## src/rtl/keypad_encoder_4x4.sv

```systemverilog
// 4x4 hex keypad scanner/encoder with debounce, one-cycle valid strobe and held flag.
// Optional macro KEYPAD_DIGIT_SHIFT_EN: digits becomes a two-digit shift register of
// accepted codes; without it digits is {4'h0, code}.
module keypad_encoder_4x4 #(
   parameter int unsigned SCAN_DIV     = 1000,
   parameter int unsigned DEBOUNCE_CNT = 8
) (
   input  logic       clk,
   input  logic       reset_n,
   input  logic [3:0] row_n,
   output logic [3:0] col_n,
   output logic [3:0] code,
   output logic       valid,
   output logic       pressed,
   output logic [7:0] digits
);

   localparam int unsigned DW = (SCAN_DIV > 1) ? $clog2(SCAN_DIV) : 1;
   localparam int unsigned CW = $clog2(DEBOUNCE_CNT + 1);
   localparam logic [DW-1:0] DWELL_LAST = DW'(SCAN_DIV - 1);
   localparam logic [CW-1:0] CNT_LAST   = CW'(DEBOUNCE_CNT - 1);

   typedef enum logic [1:0] {
      SCAN     = 2'd0,
      DEBOUNCE = 2'd1,
      HELD     = 2'd2
   } state_t;

   state_t          state, state_nxt;
   logic [3:0]      row_s1, row_s2;
   logic [DW-1:0]   dwell;
   logic [1:0]      col_idx;
   logic [1:0]      row_idx;
   logic [CW-1:0]   stable_cnt, stable_nxt;
   logic [CW-1:0]   release_cnt, release_nxt;
   logic            sample_en;
   logic            row_low;
   logic            advance, latch, accept, release_done;

   // Lowest-index closed row in the sampled row vector
   function automatic logic [1:0] first_low(input logic [3:0] r);
      if (!r[0])      return 2'd0;
      else if (!r[1]) return 2'd1;
      else if (!r[2]) return 2'd2;
      else            return 2'd3;
   endfunction

   // Physical keypad legend for row r / column c
   function automatic logic [3:0] key_code(input logic [1:0] r, input logic [1:0] c);
      case ({r, c})
         4'h0: return 4'h1;  4'h1: return 4'h2;  4'h2: return 4'h3;  4'h3: return 4'hA;
         4'h4: return 4'h4;  4'h5: return 4'h5;  4'h6: return 4'h6;  4'h7: return 4'hB;
         4'h8: return 4'h7;  4'h9: return 4'h8;  4'hA: return 4'h9;  4'hB: return 4'hC;
         4'hC: return 4'hE;  4'hD: return 4'h0;  4'hE: return 4'hF;  default: return 4'hD;
      endcase
   endfunction

   assign sample_en = (dwell == DWELL_LAST);
   assign row_low   = ~row_s2[row_idx];

   // Two-flop synchronizer for the asynchronous row inputs; idle rows read high
   always_ff @(posedge clk or negedge reset_n) begin
      if (!reset_n) begin
         row_s1 <= 4'hF;
         row_s2 <= 4'hF;
      end else begin
         row_s1 <= row_n;
         row_s2 <= row_s1;
      end
   end

   // Column dwell counter; the last count of each dwell is the sample cycle
   always_ff @(posedge clk or negedge reset_n) begin
      if (!reset_n) dwell <= '0;
      else          dwell <= sample_en ? '0 : dwell + DW'(1);
   end

   // FSM state register
   always_ff @(posedge clk or negedge reset_n) begin
      if (!reset_n) state <= SCAN;
      else          state <= state_nxt;
   end

   // FSM next-state logic
   always_comb begin
      state_nxt = state;
      case (state)
         SCAN:     if (sample_en && row_s2 != 4'hF) state_nxt = DEBOUNCE;
         DEBOUNCE: if (sample_en) begin
                      if (!row_low)                    state_nxt = SCAN;
                      else if (stable_cnt == CNT_LAST) state_nxt = HELD;
                   end
         HELD:     if (sample_en && !row_low && release_cnt == CNT_LAST) state_nxt = SCAN;
         default:  state_nxt = SCAN;
      endcase
   end

   // FSM output strobes and counter next values
   always_comb begin
      advance      = 1'b0;
      latch        = 1'b0;
      accept       = 1'b0;
      release_done = 1'b0;
      stable_nxt   = stable_cnt;
      release_nxt  = release_cnt;
      case (state)
         SCAN: begin
            release_nxt = '0;
            if (sample_en) begin
               if (row_s2 == 4'hF) begin
                  advance = 1'b1;
               end else begin
                  latch      = 1'b1;
                  stable_nxt = CW'(1);
               end
            end
         end
         DEBOUNCE: begin
            if (sample_en) begin
               if (row_low) begin
                  stable_nxt = stable_cnt + CW'(1);
                  accept     = (stable_cnt == CNT_LAST);
               end else begin
                  advance    = 1'b1;
                  stable_nxt = '0;
               end
            end
         end
         HELD: begin
            if (sample_en) begin
               if (row_low) begin
                  release_nxt = '0;
               end else begin
                  release_nxt = release_cnt + CW'(1);
                  if (release_cnt == CNT_LAST) begin
                     release_done = 1'b1;
                     advance      = 1'b1;
                     stable_nxt   = '0;
                  end
               end
            end
         end
         default: begin
            stable_nxt  = '0;
            release_nxt = '0;
         end
      endcase
   end

   // Column drive, latched key position, counters and registered outputs
   always_ff @(posedge clk or negedge reset_n) begin
      if (!reset_n) begin
         col_n       <= 4'b1110;
         col_idx     <= 2'd0;
         row_idx     <= 2'd0;
         stable_cnt  <= '0;
         release_cnt <= '0;
         code        <= 4'h0;
         valid       <= 1'b0;
         pressed     <= 1'b0;
      end else begin
         stable_cnt  <= stable_nxt;
         release_cnt <= release_nxt;
         valid       <= accept;
         if (advance) begin
            col_n   <= {col_n[2:0], col_n[3]};
            col_idx <= col_idx + 2'd1;
         end
         if (latch) row_idx <= first_low(row_s2);
         if (accept) begin
            code    <= key_code(row_idx, col_idx);
            pressed <= 1'b1;
         end else if (release_done) begin
            pressed <= 1'b0;
         end
      end
   end

`ifdef KEYPAD_DIGIT_SHIFT_EN
   logic [7:0] digits_q;

   // Two-digit history: older key moves to the upper digit on each accepted key
   always_ff @(posedge clk or negedge reset_n) begin
      if (!reset_n)    digits_q <= 8'h00;
      else if (accept) digits_q <= {digits_q[3:0], key_code(row_idx, col_idx)};
   end

   assign digits = digits_q;
`else
   assign digits = {4'h0, code};
`endif

endmodule

```

## config.mk

```make
export PLATFORM = sky130hd
export DESIGN_NAME = keypad_encoder_4x4
export DESIGN_NICKNAME = d
export VERILOG_FILES = /design/src/rtl/keypad_encoder_4x4.sv
export SDC_FILE = /design/constraint.sdc
export NUM_CORES = 1
export LEC_CHECK = 0
export ABC_AREA = 1
export CORE_UTILIZATION = 50
export DETAILED_ROUTE_END_ITERATION = 8
export PLACE_DENSITY = 0.75
export SLEW_MARGIN = 20
export SYNTH_ARGS = -nofsm -noshare
export SYNTH_HDL_FRONTEND = slang
export SYNTH_SLANG_ARGS = --single-unit
```

## constraint.sdc

```tcl
create_clock -name clk -period 1.4 [get_ports clk]
set_input_delay 0.35 -clock clk [delete_from_list [all_inputs] [get_ports clk]]
set_output_delay 0.35 -clock clk [all_outputs]
set_load 0.02 [all_outputs]
```

-- After elaboration in Yosys (flattened, before gate mapping)
Memories as Yosys holds them, arrays and structs flattened. A register that Yosys moved wholly into a read port is not among the register bits.
Index checks and enable logic that the tools add are counted.
- bits in registers: 38
- ROM bits: 64
- bits of input ports: 6
- output and inout bits: 18
- word-level logic and storage cells: 83
- memories: 1
- memory list (memory ; depth ; bits a word ; rd ports ; clocked after Yosys merged registers in ; write ports ; RTL line ; RTL):
    (no name shown) ; 16 ; 4 ; 1 ; 1 ; 0 ; 50 ; case ({r, c})
- $add $sub $neg: 4
- $lt $le $gt $ge: 1
- eq/ne operators: 16
- muxes and demuxes: 40
- bitwise logic cells: 1
- reductions and logical operators: 9
- operators by type and width (kind ; count):
    $mux W4 ; 9
    $mux W1 ; 18
    $ne A2 B2 Y1 const B ; 8
    $mux W2 ; 7
    $pmux W4 S3 ; 1
    $add A10 B1 Y10 const B ; 1
    $eq A10 B10 Y1 const B ; 1
    $mux W10 ; 1
    $add A4 B1 Y4 const B ; 2
    $eq A4 B3 Y1 const B ; 2
    $pmux W4 S2 ; 1
    $pmux W2 S3 ; 1
    $reduce_and A6 Y1 ; 1
    $eq A4 B4 Y1 const B ; 1
    $ne A4 B4 Y1 const B ; 1
    $reduce_and A4 Y1 ; 1
    $logic_and A1 B1 Y1 ; 3
    $lt A2 B3 Y1 const B ; 1
    $ne A3 B3 Y1 const B ; 1
    $pmux W1 S3 ; 1
    $add A2 B1 Y2 const B ; 1
    $bmux W1 S2 ; 1
    $eq A2 B1 Y1 const B ; 1
    $eq A2 B2 Y1 const B ; 1
    other kinds (5) ; 5

-- Depth between registers and ports, before layout
Gate-level depths: netlist of run 1.
- depth in word-level cells: 7
- depth in mapped cells: 10
- gate-level depth less buffers: 10

-- Worst setup path after synthesis of run 1
No wires, ideal clock.
- path type: register to register
- start point: reg dwell[0]
- end point: reg stable_cnt[2]
- library setup time: 0.117 ns
- arrival time: 1.369 ns
- data required time: 1.283 ns
- slack: -0.086 ns
- stages on the path, launching flop included: 11
- buffers on the path: 0
- period minus slack after synthesis: 1.486 ns
- cell sequence: dfrtp_1 > ha_1 > nand2_2 > nor2_2 > nand2_2 > nor2_8 > nand3_2 > nand2_4 > nand2_2 > nand2_1 > nand2_1
- longest elaborated chain between the ends: 3
- elaborated cells on any way between the ends: 5
- classes of those cells: 4 x eq/ne; 1 x reduce/logical
- ends and longest elaborated chain (element ; RTL line ; RTL):
    start: declaration ; 31 ; logic [DW-1:0] dwell;
    start signal: assignment ; 75 ; else dwell <= sample_en ? '0 : dwell + DW'(1);
    $eq A10 B10 Y1 (*) ; 58 ; assign sample_en = (dwell == DWELL_LAST);
    $ne A2 B2 Y1 (no source line) ; n/a ;
    $reduce_and A6 Y1 (no source line) (*) ; n/a ;
    end signal: assignment ; 162 ; stable_cnt <= stable_nxt;
    end: declaration ; 34 ; logic [CW-1:0] stable_cnt, stable_nxt;
Every way passes the cells marked *; elsewhere a longest branch is shown, timed or not.
A chain may end at the register's enable or synchronous reset.

-- Final worst setup path of run 1
- start point: reg dwell[0]
- end point: reg col_n[1]
- longest elaborated chain between the ends: 3
- elaborated cells on any way between the ends: 5
- classes of those cells: 1 x eq/ne; 4 x mux
- ends and longest elaborated chain (element ; RTL line ; RTL):
    $eq A10 B10 Y1 (*) ; 58 ;
    $mux W1, on equally long branches ; 130, 109, 119 ;
    $pmux W1 S3 (*) ; 106 ; case (state)
    end signal: assignment ; 166 ; col_n <= {col_n[2:0], col_n[3]};
    end: declaration ; 11 ; output logic [3:0] col_n,
Marked as above.

==> results of run 1 <==
-- through the flow --
step                setup TNS (ps)  hold WS [ps]  setup slack (ps)
floorplan                     -418          54.4             -78.3
global placement              -833           338             -75.6
detailed placement           -1860           339              -137
CTS                          -1590          13.9              -136
global route                 -3350          26.9              -208
finish                       -1450          12.7              -122
-- state kept, by name (all words and copies together) (netlist names) --
register     flops
code             4
col_idx          2
col_n            4
dwell           10
pressed          1
release_cnt      4
row_idx          2
row_s1           4
row_s2           4
stable_cnt       4
state            2
valid            1
-- final cells by class --
cell class | instances | share of cell area, %
Timing Repair Buffer | 54 | 15.6
Sequential cell | 42 | 37.0
Clock buffer | 8 | 3.86
Tap cell | 50 | 2.17
Multi-Input combinational cell | 178 | 37.0
Inverter | 33 | 4.30
-- cell usage after synthesis, types with 5 or more instances --
library cell,n
nand3_1,26
a21oi_1,14
nand2_1,63
inv_2,5
ha_1,8
nor2_1,17
o21ai_1,6
buf_4,9
dfstp_2,11
inv_1,27
dfrtp_1,31
o21ai_0,9
nand2_2,7
-- worst max-delay path: stages (launching register included) --
cell and delay, ps:
dfrtp_1 400, ha_4 170, nand2_4 60, nor2_4 100, nand2_4 70, nor2_8 210, nand4_4 190, nand2_4 140
nand2_1 60, nand2_1 60
-- layer usage --
metal,track usage [%],vias up,wire length [um]
met4,8.07,0,60
met1,28.1,832,2190
met3,4.50,6,179
met2,29.7,48,1920
li1,-,935,-
met5,0,-,0
-- cells by family after synthesis --
group	Yosys count	synth area share, %
other	1	0.170
AOI/OAI and AO/OA	32	7.54
DFF	42	48.2
and+or+nand+nor	128	28.6
xor gates and xnor gates	5	1.98
buffers and inverters	43	8.90
adders and majority gates	8	4.54
-- worst min path at each step --
stage | depth (start not counted) | slack [ps] | endpoint
2_1_floorplan | 0 | 50 | code[0]
3_3_place_gp | 2 | 340 | dwell[5]
3_5_place_dp | 2 | 340 | dwell[5]
4_1_cts | 2 | 10 | code[0]
5_1_grt | 2 | 30 | release_cnt[3]
6_report | 2 | 10 | release_cnt[3]
-- timing repair --
item                                    in CTS  in global routing
endpoints found under the setup margin      35                 41
setup buffers                                4                  5
gates resized for setup                     29                 28
hold endpoints to repair                     0                  0
pin swaps                                    5                  7
gates cloned                                 1                  0
-- cell usage in the layout (no fill, tap or decap), drive strengths merged --
cell / n
o21ai: 15
nand4: 5
conb: 4
clkinv: 1
dlygate4sd2: 2
xor2: 3
clkdlybuf4s15: 9
clkbuf: 9
inv: 32
nand3: 30
o22ai: 1
nor3: 1
nand2: 72
or2: 1
a211oi: 1
a21oi: 14
o211ai: 1
dfrtp: 31
dfstp: 11
ha: 8
clkdlybuf4s50: 4
buf: 38
nor2: 20
xnor2: 2
-- power by group --
group	switching, mW	internal [mW]
logic	0.0490	0.0267
clock network	0.410	0.510
registers	0.00714	1.23
==> results_dict.tcl, run 1 <==
set metrics [dict create \
    place_area_mm2 0.00262 \
    finalNonFillerCells 365 \
    start_util_pct 53.6 \
    fin_skew_ps 13.5 \
    antenna_found_initial 0 \
    gp_congestion 0.834 \
    n_antenna_cell 0 \
    max-clock-path-buffers 2 \
    period_share_pct 109 \
    period_needed_ps 1520 \
    dp.cells 348 \
    drt_iter0_drc 95 \
    postSynthAreaPerCell_um2 8.52 \
    r2r_slack_ps -120 \
    rr_startpoint "dwell[0]" \
    drc 0 \
    drive_gt1_share_pct 30.5 \
    syn_area_mm2 0.00221 \
    irDropWorstVdd_mv 0.678 \
    drv_cap 0 \
    postSynthCellCount 259 \
    num-fill-cells 321 \
    grt_pass1_wl_um 6800 \
    register_area_mm2 0.00107 \
    final_antenna_net_count 0 \
    cp.required_ps 1630 \
    grt_overflow_total 0 \
    totalWireLength_um 4350 \
    p_leak_nw 1.47 \
    hold_buffers 0 \
    yosys.area.top_type "dfrtp_1" \
    rsz0062_at_grt "yes" \
    worstHoldPathType "input port to async pin" \
    grt_pass1_vias 1521 \
    worstSetupEndpoint "col_n[1]" \
    hold_viol_final 0 \
    maxSlewViolCount 0 \
    cts_buffers 5 \
    yosysSeqAreaShare_pct 48.2 \
    worstSetupEndpointType "flip-flop" \
    clk_latency_ps 300 \
    routed-via-count 1821 \
    power_density_mw_per_mm2 776 \
    fin_nets 328 \
    violations "setup timing" \
    cp-start-kind "flip-flop" \
    fmax_ghz 0.657 \
    startpoint "dwell[0]" \
    grt_util_all_layers_pct 20.0 \
    ys_top_cells_by_area "dfrtp_1, dfstp_2, nand2_1, nand3_1, inv_1" \
    yosysTopAreaCellShare_pct 35.1 \
    setup_viol 17 \
    power_mw 2.24 \
    wl_per_cell_um 11.9 \
    async_flop_share_pct 100 \
    dieArea_mm2 0.00468 \
    path_max_fanout 8 \
    cts.sinks 42 \
    root_buffer "clkbuf_8" \
    fp.dieH_um 68.4 \
    grt_max_degree 43 \
    ys.flop_type "dfrtp_1" \
    multiInputGateArea_mm2 0.00107 \
    synth-seq-cells 42 \
    yosys_warnings 0 \
    ys_types 30 \
    critPathArrivalTime_ps 1750 \
    numPortBuffers 19 \
    critPathKind "flip-flop to flip-flop" \
    reg2reg_depth 9 \
    status "complete, but fails checks" \
    core_area_mm2 0.00412 \
    htree_levels 2 \
    rows 23 \
    r2r_end "col_n[1]" \
    boundaryPins 24 \
    clkSlewWorstSetupHoldPaths_ps 90 \
    dp_hpwl_um 2930 \
    area_growth_pct 30.6 \
    avgViaCountPerCell 4.99 \
    final_area_mm2 0.00288 \
    synth-edff-count 0 \
    final.setup.worst_slack_ps -122 \
    final_core_util_pct 70.1 \
    cts_tree "yes" \
    first_pass_iters 4 \
    die_x_um 68.4 \
]
No activity file was read; power rests on OpenSTA's default activity.
==> run 2, diff against run 1 <==
==> constraint.sdc (replaced) <==
create_clock -name clk -period 1.4 [get_ports clk]
set_input_delay 0.21 -clock clk [delete_from_list [all_inputs] [get_ports clk]]
set_output_delay 0.21 -clock clk [all_outputs]
set_load 0.02 [all_outputs]
==> results_dict.tcl, run 2 (same netlist as run 1, synthesis figures left out) <==
set metrics [dict create \
    hold_viol_final 0 \
    power_mw 2.08 \
    cp_num_buf_inv 0 \
    grt_pass1_wl_um 6640 \
    cts_buffers 5 \
    dieArea_mm2 0.00468 \
    finalNonFillerCells 360 \
    reg2reg_depth 9 \
    clkSlewWorstSetupHoldPaths_ps 80 \
    clk_latency_ps 300 \
    p_leak_nw 1.48 \
    dp_slack_ps -128 \
    critical-path-top-delay-family "simple AND/OR/NAND/NOR gates" \
    fin_hold_ws_ps 315 \
    final_common_cell "nand2_1" \
    max_stage_delay_ps 350 \
    largest_reg_flops 10 \
    drt_iter0_drc 119 \
    grt_pass1_vias 1553 \
    die_x_um 68.4 \
    numPortBuffers 19 \
    rsz0062_at_grt "yes" \
    fmax_ghz 0.670 \
    totalWireLength_um 4070 \
    critical_path.slowest_cell "dfrtp_1" \
    period_share_pct 107 \
    grt_max_degree 43 \
    register_area_mm2 0.00107 \
    setup_viol 22 \
    dp.cells 345 \
    maxSlewViolCount 0 \
    fin_tns_setup_ps -1120 \
    crit_chain "ha_2 -> nand2_4 -> nor2_4 -> nand2_4 -> nor2_8 -> nand4_4 -> nand2_4 -> nand2_1 -> nand2_1" \
    htree_levels 2 \
    cp-start-kind "flip-flop" \
    avgViaCountPerCell 4.98 \
    period_needed_ps 1490 \
    routed-via-count 1794 \
    worstSetupEndpointType "flip-flop" \
    crit_top_cell "nand2_4" \
    max-clock-path-buffers 2 \
    status "complete, but fails checks" \
    violations "setup timing" \
    fp.dieH_um 68.4 \
    drive_gt1_share_pct 29.4 \
    worstHoldPathType "input port to flip-flop" \
    irDropWorstVdd_mv 0.804 \
    drc 0 \
    grt_overflow_total 0 \
    root_buffer "clkbuf_8" \
    path_max_fanout 8 \
    core_area_mm2 0.00412 \
    worstHoldPathCells 1 \
    cts_tree "yes" \
    final.setup.worst_slack_ps -91.6 \
    gp_congestion 0.837 \
    fin_skew_ps 14.1 \
    boundaryPins 24 \
    rows 23 \
    grt_util_all_layers_pct 19.4 \
    n_antenna_cell 0 \
    cp.depth 9 \
    antenna_found_initial 0 \
    dp_hpwl_um 2930 \
    power_density_mw_per_mm2 742 \
    final_antenna_net_count 0 \
    start_util_pct 53.6 \
    wl_per_cell_um 11.3 \
    drv_cap 0 \
    final_area_mm2 0.00281 \
    largest-register "dwell" \
    layout_common_cells "nand2_1, dfrtp_1, inv_1, buf_4, nand3_1" \
    place_area_mm2 0.00259 \
    fin_nets 323 \
    multiInputGateArea_mm2 0.00105 \
    first_pass_iters 4 \
    final_core_util_pct 68.3 \
    num-fill-cells 330 \
    critPathArrivalTime_ps 1730 \
    cts.sinks 42 \
    cp.required_ps 1640 \
    r2r_slack_ps -90 \
    area_growth_pct 27.3 \
    critPathKind "flip-flop to flip-flop" \
]
run 2: changes by cell type in the layout (fill, tap and decap cells not counted), moves of 2 or more:
cell             change
buf_4                -5
buf_2                -2
dlygate4sd2_1        +9
clkdlybuf4s15_1      -8
o21ai_0              -2
run 2: repair_timing:
item                                   4_1_cts  5_1_grt
pin swaps                                    3        5
hold buffers                                 1        0
endpoints found under the hold margin       31        0
gates resized for setup                     18       28
setup endpoints to repair                   36       31
setup buffers                                3        4
run 2: worst paths after layout:
path                            from         to
max                         dwell[1]   col_n[2]
min                         row_n[1]  row_s1[1]
max reg2reg                 dwell[1]   col_n[2]
min reg2reg                row_s1[0]  row_s2[0]
max in group asynchronous    reset_n   col_n[3]
min in group asynchronous    reset_n   dwell[5]
run 2: where the power goes:
group          internal, mW  switching [mW]
logic                0.0278          0.0458
clock network         0.351           0.419
registers              1.23         0.00702
total                  1.61           0.472
run 2: worst register-to-register path, stage by stage, from the launching register on:
cell	delay (ps)
dfrtp_1	350
ha_2	210
nand2_4	60
nor2_4	100
nand2_4	70
nor2_8	180
nand4_4	200
nand2_4	150
nand2_1	60
nand2_1	60
run 2: cell type report:
| class | count | share of cell area [%] |
|---|---|---|
| clock buffers | 5 | 2.45 |
| clock inverters | 3 | 0.712 |
| inverters | 33 | 4.41 |
| multi-input cells | 177 | 37.4 |
| flip-flops and latches | 42 | 37.9 |
| well taps | 50 | 2.23 |
| repair buffers | 50 | 14.8 |
run 2: metal layers:
metal  vias to the layer above  part of all wire [%]  global-route usage, %
met5                         -                     0                      0
met4                         0                   1.4                   7.81
met3                         6                   3.7                   5.83
met2                        42                    47                   29.8
met1                       826                    48                   25.4
li1                        920                     -                      -
